`src/rtl/breakout_ball.sv`:
```
// Ball position, direction, lives and game state for a breakout game.
// Motion advances once per refresh_tick; bounce requests from the block columns are latched in between.
module breakout_ball #(
  parameter int BALL_SIZE  = 8,
  parameter int BALL_V     = 2,
  parameter int START_X    = 316,
  parameter int START_Y    = 240,
  parameter int PADDLE_Y_T = 440,
  parameter int LIVES      = 3
) (
  input  logic        clk,
  input  logic        reset,
  input  logic        refresh_tick,
  input  logic        serve,
  input  logic        moveU,
  input  logic        moveD,
  input  logic        moveL,
  input  logic        moveR,
  input  logic [10:0] paddle_x_l,
  input  logic [10:0] paddle_x_r,
  input  logic [10:0] pix_x,
  input  logic [10:0] pix_y,
  output logic [10:0] ball_x_l,
  output logic [10:0] ball_x_r,
  output logic [10:0] ball_y_t,
  output logic [10:0] ball_y_b,
  output logic        ball_ON,
  output logic [1:0]  lives,
  output logic        ball_lost,
  output logic        game_over
);

  localparam logic [10:0] SZ    = 11'(BALL_SIZE - 1);
  localparam logic [10:0] V     = 11'(BALL_V);
  localparam logic [10:0] SX    = 11'(START_X);
  localparam logic [10:0] SY    = 11'(START_Y);
  localparam logic [10:0] PT    = 11'(PADDLE_Y_T);
  localparam logic [10:0] PB    = 11'(PADDLE_Y_T + 3);
  localparam logic [10:0] XMAX  = 11'(639 - BALL_V);
  localparam logic [10:0] YLOSS = 11'(479 - BALL_V);
  localparam logic [1:0]  L0    = 2'(LIVES);

  typedef enum logic [1:0] {IDLE, PLAY, OVER} state_t;

  state_t      state_q, state_d;
  logic [10:0] x_q, y_q, x_d, y_d;
  logic        dxn_q, dyn_q, dxn_d, dyn_d;
  logic [3:0]  pend_q, pend_d;   // {U, D, L, R}
  logic [1:0]  lives_q, lives_d;
  logic        lost_q, lost_d;
  logic [3:0]  req;
  logic        nxn, nyn, loss, hit_paddle;

  assign ball_x_l = x_q;
  assign ball_x_r = x_q + SZ;
  assign ball_y_t = y_q;
  assign ball_y_b = y_q + SZ;

  assign game_over = (state_q == OVER);
  assign lives     = game_over ? 2'd0 : lives_q;
  assign ball_lost = lost_q;
  assign ball_ON   = (pix_x >= ball_x_l) && (pix_x <= ball_x_r) &&
                     (pix_y >= ball_y_t) && (pix_y <= ball_y_b) && !game_over;

  // Same-cycle pulses take part in this tick's resolution without being stored.
  assign req        = pend_q | {moveU, moveD, moveL, moveR};
  assign loss       = (ball_y_b >= YLOSS);
  assign hit_paddle = !dyn_q && (ball_y_b >= PT) && (ball_y_b <= PB) &&
                      (ball_x_r >= paddle_x_l) && (ball_x_l <= paddle_x_r);

  always_comb begin
    state_d = state_q;
    x_d     = x_q;
    y_d     = y_q;
    dxn_d   = dxn_q;
    dyn_d   = dyn_q;
    pend_d  = pend_q;
    lives_d = lives_q;
    lost_d  = 1'b0;
    nxn     = dxn_q;
    nyn     = dyn_q;

    if      (x_q <= V)          nxn = 1'b0;
    else if (ball_x_r >= XMAX)  nxn = 1'b1;
    else if (req[1] && !req[0]) nxn = 1'b1;
    else if (req[0] && !req[1]) nxn = 1'b0;

    if      (y_q <= V)          nyn = 1'b0;
    else if (hit_paddle)        nyn = 1'b1;
    else if (req[3] && !req[2]) nyn = 1'b1;
    else if (req[2] && !req[3]) nyn = 1'b0;

    case (state_q)
      IDLE: begin
        x_d    = SX;
        y_d    = SY;
        dxn_d  = 1'b0;
        dyn_d  = 1'b1;
        pend_d = '0;
        if (refresh_tick && serve) begin
          state_d = PLAY;
          x_d     = SX + V;
          y_d     = SY - V;
        end
      end
      PLAY: begin
        if (refresh_tick) begin
          pend_d = '0;
          if (loss) begin
            lost_d  = 1'b1;
            lives_d = lives_q - 2'd1;
            state_d = (lives_q == 2'd1) ? OVER : IDLE;
            x_d     = SX;
            y_d     = SY;
            dxn_d   = 1'b0;
            dyn_d   = 1'b1;
          end else begin
            dxn_d = nxn;
            dyn_d = nyn;
            x_d   = nxn ? x_q - V : x_q + V;
            y_d   = nyn ? y_q - V : y_q + V;
          end
        end else begin
          pend_d = req;
        end
      end
      default: pend_d = '0;
    endcase
  end

  always_ff @(posedge clk or negedge reset) begin
    if (!reset) begin
      state_q <= IDLE;
      x_q     <= SX;
      y_q     <= SY;
      dxn_q   <= 1'b0;
      dyn_q   <= 1'b1;
      pend_q  <= '0;
      lives_q <= L0;
      lost_q  <= 1'b0;
    end else begin
      state_q <= state_d;
      x_q     <= x_d;
      y_q     <= y_d;
      dxn_q   <= dxn_d;
      dyn_q   <= dyn_d;
      pend_q  <= pend_d;
      lives_q <= lives_d;
      lost_q  <= lost_d;
    end
  end

endmodule

```
`config.mk`:
```
export PLATFORM = sky130hd
export DESIGN_NAME = breakout_ball
export DESIGN_NICKNAME = d
export VERILOG_FILES = /design/src/rtl/breakout_ball.sv
export SDC_FILE = /design/constraint.sdc
export NUM_CORES = 1
export LEC_CHECK = 0
export CORE_MARGIN = 2
export CORE_UTILIZATION = 51
export CTS_CLUSTER_DIAMETER = 100
export DETAILED_ROUTE_END_ITERATION = 8
export PLACE_DENSITY = 0.83
export SLEW_MARGIN = 20
export SYNTH_ARGS = -nofsm -noshare
export SYNTH_HDL_FRONTEND = slang
export SYNTH_SLANG_ARGS = --single-unit
```
`constraint.sdc`:
```
create_clock -name clk -period 3.7 [get_ports clk]
set_input_delay 0.74 -clock clk [delete_from_list [all_inputs] [get_ports clk]]
set_output_delay 0.74 -clock clk [all_outputs]
set_load 0.02 [all_outputs]
```
==> results.ini, run 1 <==
[outcome]
outcome = finished, violations left
violations = negative setup slack

[setup_path]
max_stage_delay_ns = 0.43
crit_required_ns = 2.96
arrival_ns = 3.08
start_kind = flop
path_common_cell = a21o_1
worstSetupPathType = reg2out
endpoint_kind = output port
critical-path-top-delay-family = compound AO/OA/AOI/OAI gates
reg2reg_slack_ns = 0.15
slowest_stage = dfrtp_2
timing.critical_path.buf_inv = 3
crit_path_cell_trace = clkinvlp_4 > buf_4 > ha_1 > ha_1 > a21o_1 > a21o_1 > a21o_1 > a21oi_1 > nor2b_1 > o211ai_1 > a211oi_1 > nor4_4 > buf_4
crit_path_max_fanout = 7

[place]
hpwlAfterDp_um = 10700
portBuffers = 95
gp_congestion = 1.00
place_ws_ns = -0.544

[timing]
fin_ws_ns = -0.116
rsz0062_at_grt = true
fin_crit_sh_pct = 103
setup_viol = 1
period_needed_ns = 3.82
tightest_slew_ns = 1.03
finalHoldViolations = 0
slew_viol_final = 0
slew_headroom_pct = 30.5
fmax_ghz = 0.262
finClkSkew_ns = 0.0137

[cells_and_area]
seq_area_um2 = 792
fin_nets = 803
drive_gt1_share_pct = 19.7
diodes = 0
multi_input_area_um2 = 2980
fin_util_pct = 77.0
area.growth.synth_to_final_pct = 47.5
nFillCells = 587

[clocking]
postCtsHoldBufs = 0
root_buffer = clkbuf_8
cts_buffer_depth = 2
cts_tree = done
cts.clk_slew.worst_paths_ns = 0.07
htree_levels = 2
clk_latency_ns = 0.29
cts_buffers = 5
clkSinkCount = 31

[synth]
synthArstFlopShare_pct = 100
synth_ff_type = dfrtp_1
avgSynthCellArea_um2 = 7.75
yosysSeqAreaShare_pct = 19.8
ys_types = 69
synth-edff-count = 0
synth_area_um2 = 3990
synth_cells = 515
ys_ff_latch = 31
synth_warnings = 0

[die]
die_y_um = 92.5
die_w_um = 92.5
design.core.area_um2 = 7650
start_util_pct = 52.2
fp-row-count = 32
dieArea_um2 = 8550
pin_count = 101

[power_and_ir_drop]
p_clk_share_pct = 5.9
power.leakage_nw = 2.70
comb_power_share_pct = 80.1
internal_power_mw = 2.44
switching_share_pct = 48.7
ir_drop_mv = 0.851
power_switching_mw = 2.32
finalPower_mw = 4.76
power_density_nw_per_um2 = 808
seqPwrFrac_pct = 14.0

[worst_hold_path]
hold_class = reg2reg

[detailed_routing]
wl_per_cell_um = 16.9
final_antenna_net_count = 0
drc_errors = 0
viasPerCell = 5.82
routed_wl_um = 13400
drtIter0Drc = 263
firstDrtPassIters = 5
vias = 4635

[global_route]
track_usage_pct = 31.3
gr-total-overflow = 0
grt_max_degree = 32
grt_pass1_wl_um = 21500
grt_pass1_vias = 4692
antenna_found_initial = 0

[flow_run]
drv_cap = 0

## power by group through the flow
stage,Combinational (mW),Clock [mW],Sequential [mW]
6_report,3.81,0.279,0.668
5_1_grt,4.13,0.298,0.680
4_1_cts,3.75,0.284,0.660
3_5_place_dp,3.69,0,0.666
3_3_place_gp,3.59,0,0.657
2_1_floorplan,2.01,0,0.734
## metal layers
layer  vias up  global-route usage, %  share of wire [%]
li1       2228                      -                  -
met1      2144                   34.2                 38
met2       217                   60.2                 51
met3        46                   5.61                7.7
met4         0                   10.4                3.2
met5         -                      0                  0
## area by class of cell
class,instances,share of cell area (%)
Timing Repair Buffer,190,28.2
Multi-Input combinational cell,404,50.6
Clock buffer,7,1.47
Clock inverter,1,0.0850
Sequential cell,31,13.5
Tap cell,102,2.17
Inverter,61,3.95
## final timing paths
path / startpoint / to / depth (start not counted)
setup / recovery: ball_y_t[1] / ball_ON / 13
min in group asynchronous: reset / ball_y_t[2] / 2
hold / removal: pend_q[0] / pend_q[0] / 2
max in group asynchronous: reset / ball_x_l[3] / 2
hold reg to reg: pend_q[0] / pend_q[0] / 2
setup reg to reg: ball_x_l[2] / ball_y_t[3] / 14
## per-stage QoR
step	area (µm²)	setup TNS (ns)	hold WS, ns	cells
6_report	5890	-0.116	0.492	796
3_3_place_gp	5730	-0.480	0.472	784
3_5_place_dp	5730	-0.544	0.483	784
4_1_cts	5860	-0.169	0.498	796
5_1_grt	5890	-0.330	0.531	796
2_1_floorplan	4090	-0.0544	0.444	517
## logic make-up after synthesis
group / share of synthesized area (%)
muxes: 2.29
buffers and inverters: 8.53
adders and majority gates: 18.4
xor gates and xnor gates: 4.61
AOI/OAI and AO/OA: 23.5
and+or+nand+nor: 22.7
DFF: 19.8
other: 0.188
## registers in the layout, indices dropped and copies added, names as in the netlist
register   cells
ball_x_l      10
ball_y_t      10
pend_q         4
lives_q        2
state_q        2
ball_lost      1
dxn_q          1
dyn_q          1
## tightest hold or removal path: stages (launching register included)
cell and delay [ns]:
dfrtp_1 0.34, nor2_1 0.04, nor2_1 0.07
## layout by cell type, fill, tap and decap left out, drive strengths merged, types with 3 or more instances in the layout
cell type,instances
a2111oi,3
xnor2,19
a211o,3
nand2,27
nand3,15
or3,11
o21ai,36
a21oi,36
o31ai,4
nor3,14
a21o,6
nand4b,3
o2111ai,3
or4,7
nor4,6
o211ai,4
nor2,45
dfrtp,19
conb,4
nand2b,6
dfstp,12
ha,58
and3,6
nand4,15
clkbuf,7
buf,96
o22ai,3
clkdlybuf4s50,94
a31oi,4
mux2i,8
nor2b,7
o21a,6
o21bai,3
inv,60
## synthesized netlist by cell type (3+ instances only)
cell | count | area (µm²)
inv_1 | 61 | 229
ha_1 | 58 | 726
nor2_1 | 45 | 169
a21oi_1 | 36 | 180
o21ai_0 | 35 | 175
nand2_1 | 27 | 101
dfrtp_1 | 19 | 475
xnor2_1 | 19 | 166
nand3_1 | 15 | 75.1
nand4_1 | 14 | 87.6
nor3_1 | 13 | 65.1
dfstp_2 | 12 | 315
or3_1 | 11 | 68.8
buf_2 | 8 | 40.0
mux2i_1 | 8 | 80.1
nor2b_1 | 7 | 43.8
or4_1 | 7 | 52.6
a21o_1 | 6 | 45.0
and3_1 | 6 | 37.5
buf_4 | 6 | 45.0
nand2b_1 | 6 | 37.5
nor4_1 | 6 | 37.5
o21a_1 | 6 | 45.0
clkbuf_1 | 5 | 18.8
a31oi_1 | 4 | 25.0
o211ai_1 | 4 | 30.0
o31ai_1 | 4 | 30.0
a2111oi_0 | 3 | 26.3
a211o_1 | 3 | 26.3
nand4b_1 | 3 | 26.3
o21bai_1 | 3 | 22.5
o22ai_1 | 3 | 18.8
## what timing repair did
item / 4_1_cts / 5_1_grt
buffers inserted: 4 / 0
endpoints found under the setup margin: 1 / 3
pin swaps: 5 / 8
resized for setup: 10 / 5
(Power assumes the default switching activity.)
==> inputs of run 2 (changes only) <==
- CAP_MARGIN: unset -> 20
==> results of run 2 <==
Final layout, timing and power as in run 1 (identical DEF).
==> inputs of run 3 (changes only) <==
- CAP_MARGIN: 20 -> unset
- CORE_MARGIN: 2 -> 4
==> run 3 against run 2 <==
The run still ends with negative setup slack left. Clock skew shrank 0.0073 ns. Sequential power shrank 3%. Highest routed layer unchanged. Final cell count grew 0.38%. Die area grew 8.8%. Count of clock-buffer cells in the layout shrank 1. Clock power grew 27%. Via count grew 1.4%. Sequential share of layout area shrank 0.27 points.
==> results.ini, run 3 (synthesized netlist as in run 1, its figures left out) <==
[outcome]
outcome = finished, violations left
violations = negative setup slack

[timing]
tightest_slew_ns = 0.926
fin_crit_sh_pct = 105
fin_ws_ns = -0.185
finalHoldViolations = 0
slew_headroom_pct = 37.6
slew_viol_final = 0
fmax_ghz = 0.257
period_needed_ns = 3.88
setup_viol = 1
rsz0062_at_grt = true
holdWs_ns = 0.505
finClkSkew_ns = 0.00639

[power_and_ir_drop]
power.leakage_nw = 2.74
ir_drop_mv = 0.657
power_density_nw_per_um2 = 826

[cells_and_area]
fin_nets = 809
final_common_cell = buf_4
design_area_um2 = 6020
diodes = 0
final_cell_mix = 101 x buf_4, 94 x clkdlybuf4s50_1, 58 x inv_1, 56 x ha_1, 42 x nor2_1
nFillCells = 534
multi_input_area_um2 = 3030
area.growth.synth_to_final_pct = 50.7
seq_area_um2 = 793
drive_gt1_share_pct = 22.1

[flow_run]
drv_cap = 0

[place]
gp_congestion = 0.954
placed_cell_area_um2 = 5790
hpwlAfterDp_um = 11300
portBuffers = 95

[clocking]
cts_buffer_depth = 2
cts_buffers = 5
clk_latency_ns = 0.28
root_buffer = clkbuf_8
cts.clk_slew.worst_paths_ns = 0.07
htree_levels = 2
clkSinkCount = 31
cts_tree = done
postCtsHoldBufs = 0

[die]
fp-row-count = 31
pin_count = 101
die_w_um = 96.5
design.core.area_um2 = 7450
die_y_um = 96.5
start_util_pct = 53.6
dieArea_um2 = 9310

[setup_path]
path_common_cell = a21o_1
start_kind = flop
slowest_stage = dfrtp_2
crit_path_max_fanout = 6
worstRegToRegCells = 14
reg2reg_from = ball_x_l[2]
crit_path_cell_trace = inv_2 > buf_4 > ha_1 > ha_1 > a21o_1 > a21o_1 > a21o_1 > a21oi_2 > nor2b_1 > o211ai_1 > a211oi_2 > nor4_4 > buf_4
max_stage_delay_ns = 0.45
endpoint_kind = output port
crit_required_ns = 2.96
crit_start = ball_y_t[2]
arrival_ns = 3.14
worstSetupPathType = reg2out

[detailed_routing]
wl_per_cell_um = 17.6
drtIter0Drc = 244
routed_wl_um = 14100
final_antenna_net_count = 0
viasPerCell = 5.88
drc_errors = 0
vias = 4702
firstDrtPassIters = 4

[global_route]
gr-total-overflow = 0
track_usage_pct = 29.9
grt_pass1_vias = 4744
grt_max_degree = 20
antenna_found_initial = 0
grt_pass1_wl_um = 21800

[worst_hold_path]
min_from = pend_q[2]
hold_path_depth = 2
hold_class = reg2reg

-- run 3: cell types whose count changed in the layout (fill, tap and decap cells not counted), sizes merged --
cell / delta
buf: +6
clkbuf: -1
bufinv: +1
-- run 3: cell type report --
class | count | share of cell area, %
multi-input cells | 404 | 50.4
repair buffers | 196 | 28.6
flip-flops and latches | 31 | 13.2
inverters | 61 | 3.87
well taps | 99 | 2.06
clock buffers | 6 | 1.37
clock inverters | 2 | 0.582
-- run 3: per-stage QoR --
| step | utilization (%) | cells | setup WS [ns] | TNS [ns] | power, mW |
|---|---|---|---|---|---|
| floorplan | - | 517 | -0.0544 | -0.0544 | 2.75 |
| global placement | 77.7 | 788 | -0.472 | -0.472 | 4.33 |
| detailed placement | 77.7 | 788 | -0.543 | -0.543 | 4.44 |
| CTS | 79.6 | 797 | -0.192 | -0.192 | 4.86 |
| global route | 80.8 | 799 | -0.317 | -0.317 | 5.33 |
| finish | 80.8 | 799 | -0.185 | -0.185 | 4.97 |
-- run 3: per-layer routing --
| layer | up-vias | routed length (µm) | global-route usage, % |
|---|---|---|---|
| met1 | 2201 | 5470 | 33.3 |
| li1 | 2248 | - | - |
| met5 | - | 0 | 0 |
| met2 | 195 | 7060 | 54.5 |
| met3 | 58 | 897 | 5.34 |
| met4 | 0 | 638 | 14.0 |
-- run 3: final timing paths --
kind                               endpoint  slack, ns
worst max register to register  ball_y_t[3]       0.16
worst min register to register    pend_q[2]       0.50
worst min-delay path              pend_q[2]       0.50
max in group asynchronous       ball_x_l[3]       2.03
min in group asynchronous       ball_y_t[1]       0.94
worst max-delay path                ball_ON      -0.18
-- run 3: critical path, delay by kind of cell (launching register included) --
kind	cells	cell delay (ns)
compound gates	6	1.05
fa+ha+maj	2	0.59
flops	1	0.45
buf+inv	3	0.45
simple gates	2	0.31
-- run 3: timing repair --
| item | 4_1_cts | 5_1_grt |
|---|---|---|
| hold endpoints to repair | 0 | 0 |
| buffers inserted | 1 | 2 |
| pin swaps | 3 | 10 |
| resized for setup | 12 | 16 |
| cloned | 0 | 0 |
| endpoints found under the setup margin | 1 | 3 |
-- run 3: where the power goes --
| group | internal (mW) | leakage (nW) | switching [mW] |
|---|---|---|---|
| combinational | 1.86 | 2.32 | 2.10 |
| sequential | 0.505 | 0.366 | 0.144 |
| clock | 0.218 | 0.0612 | 0.135 |
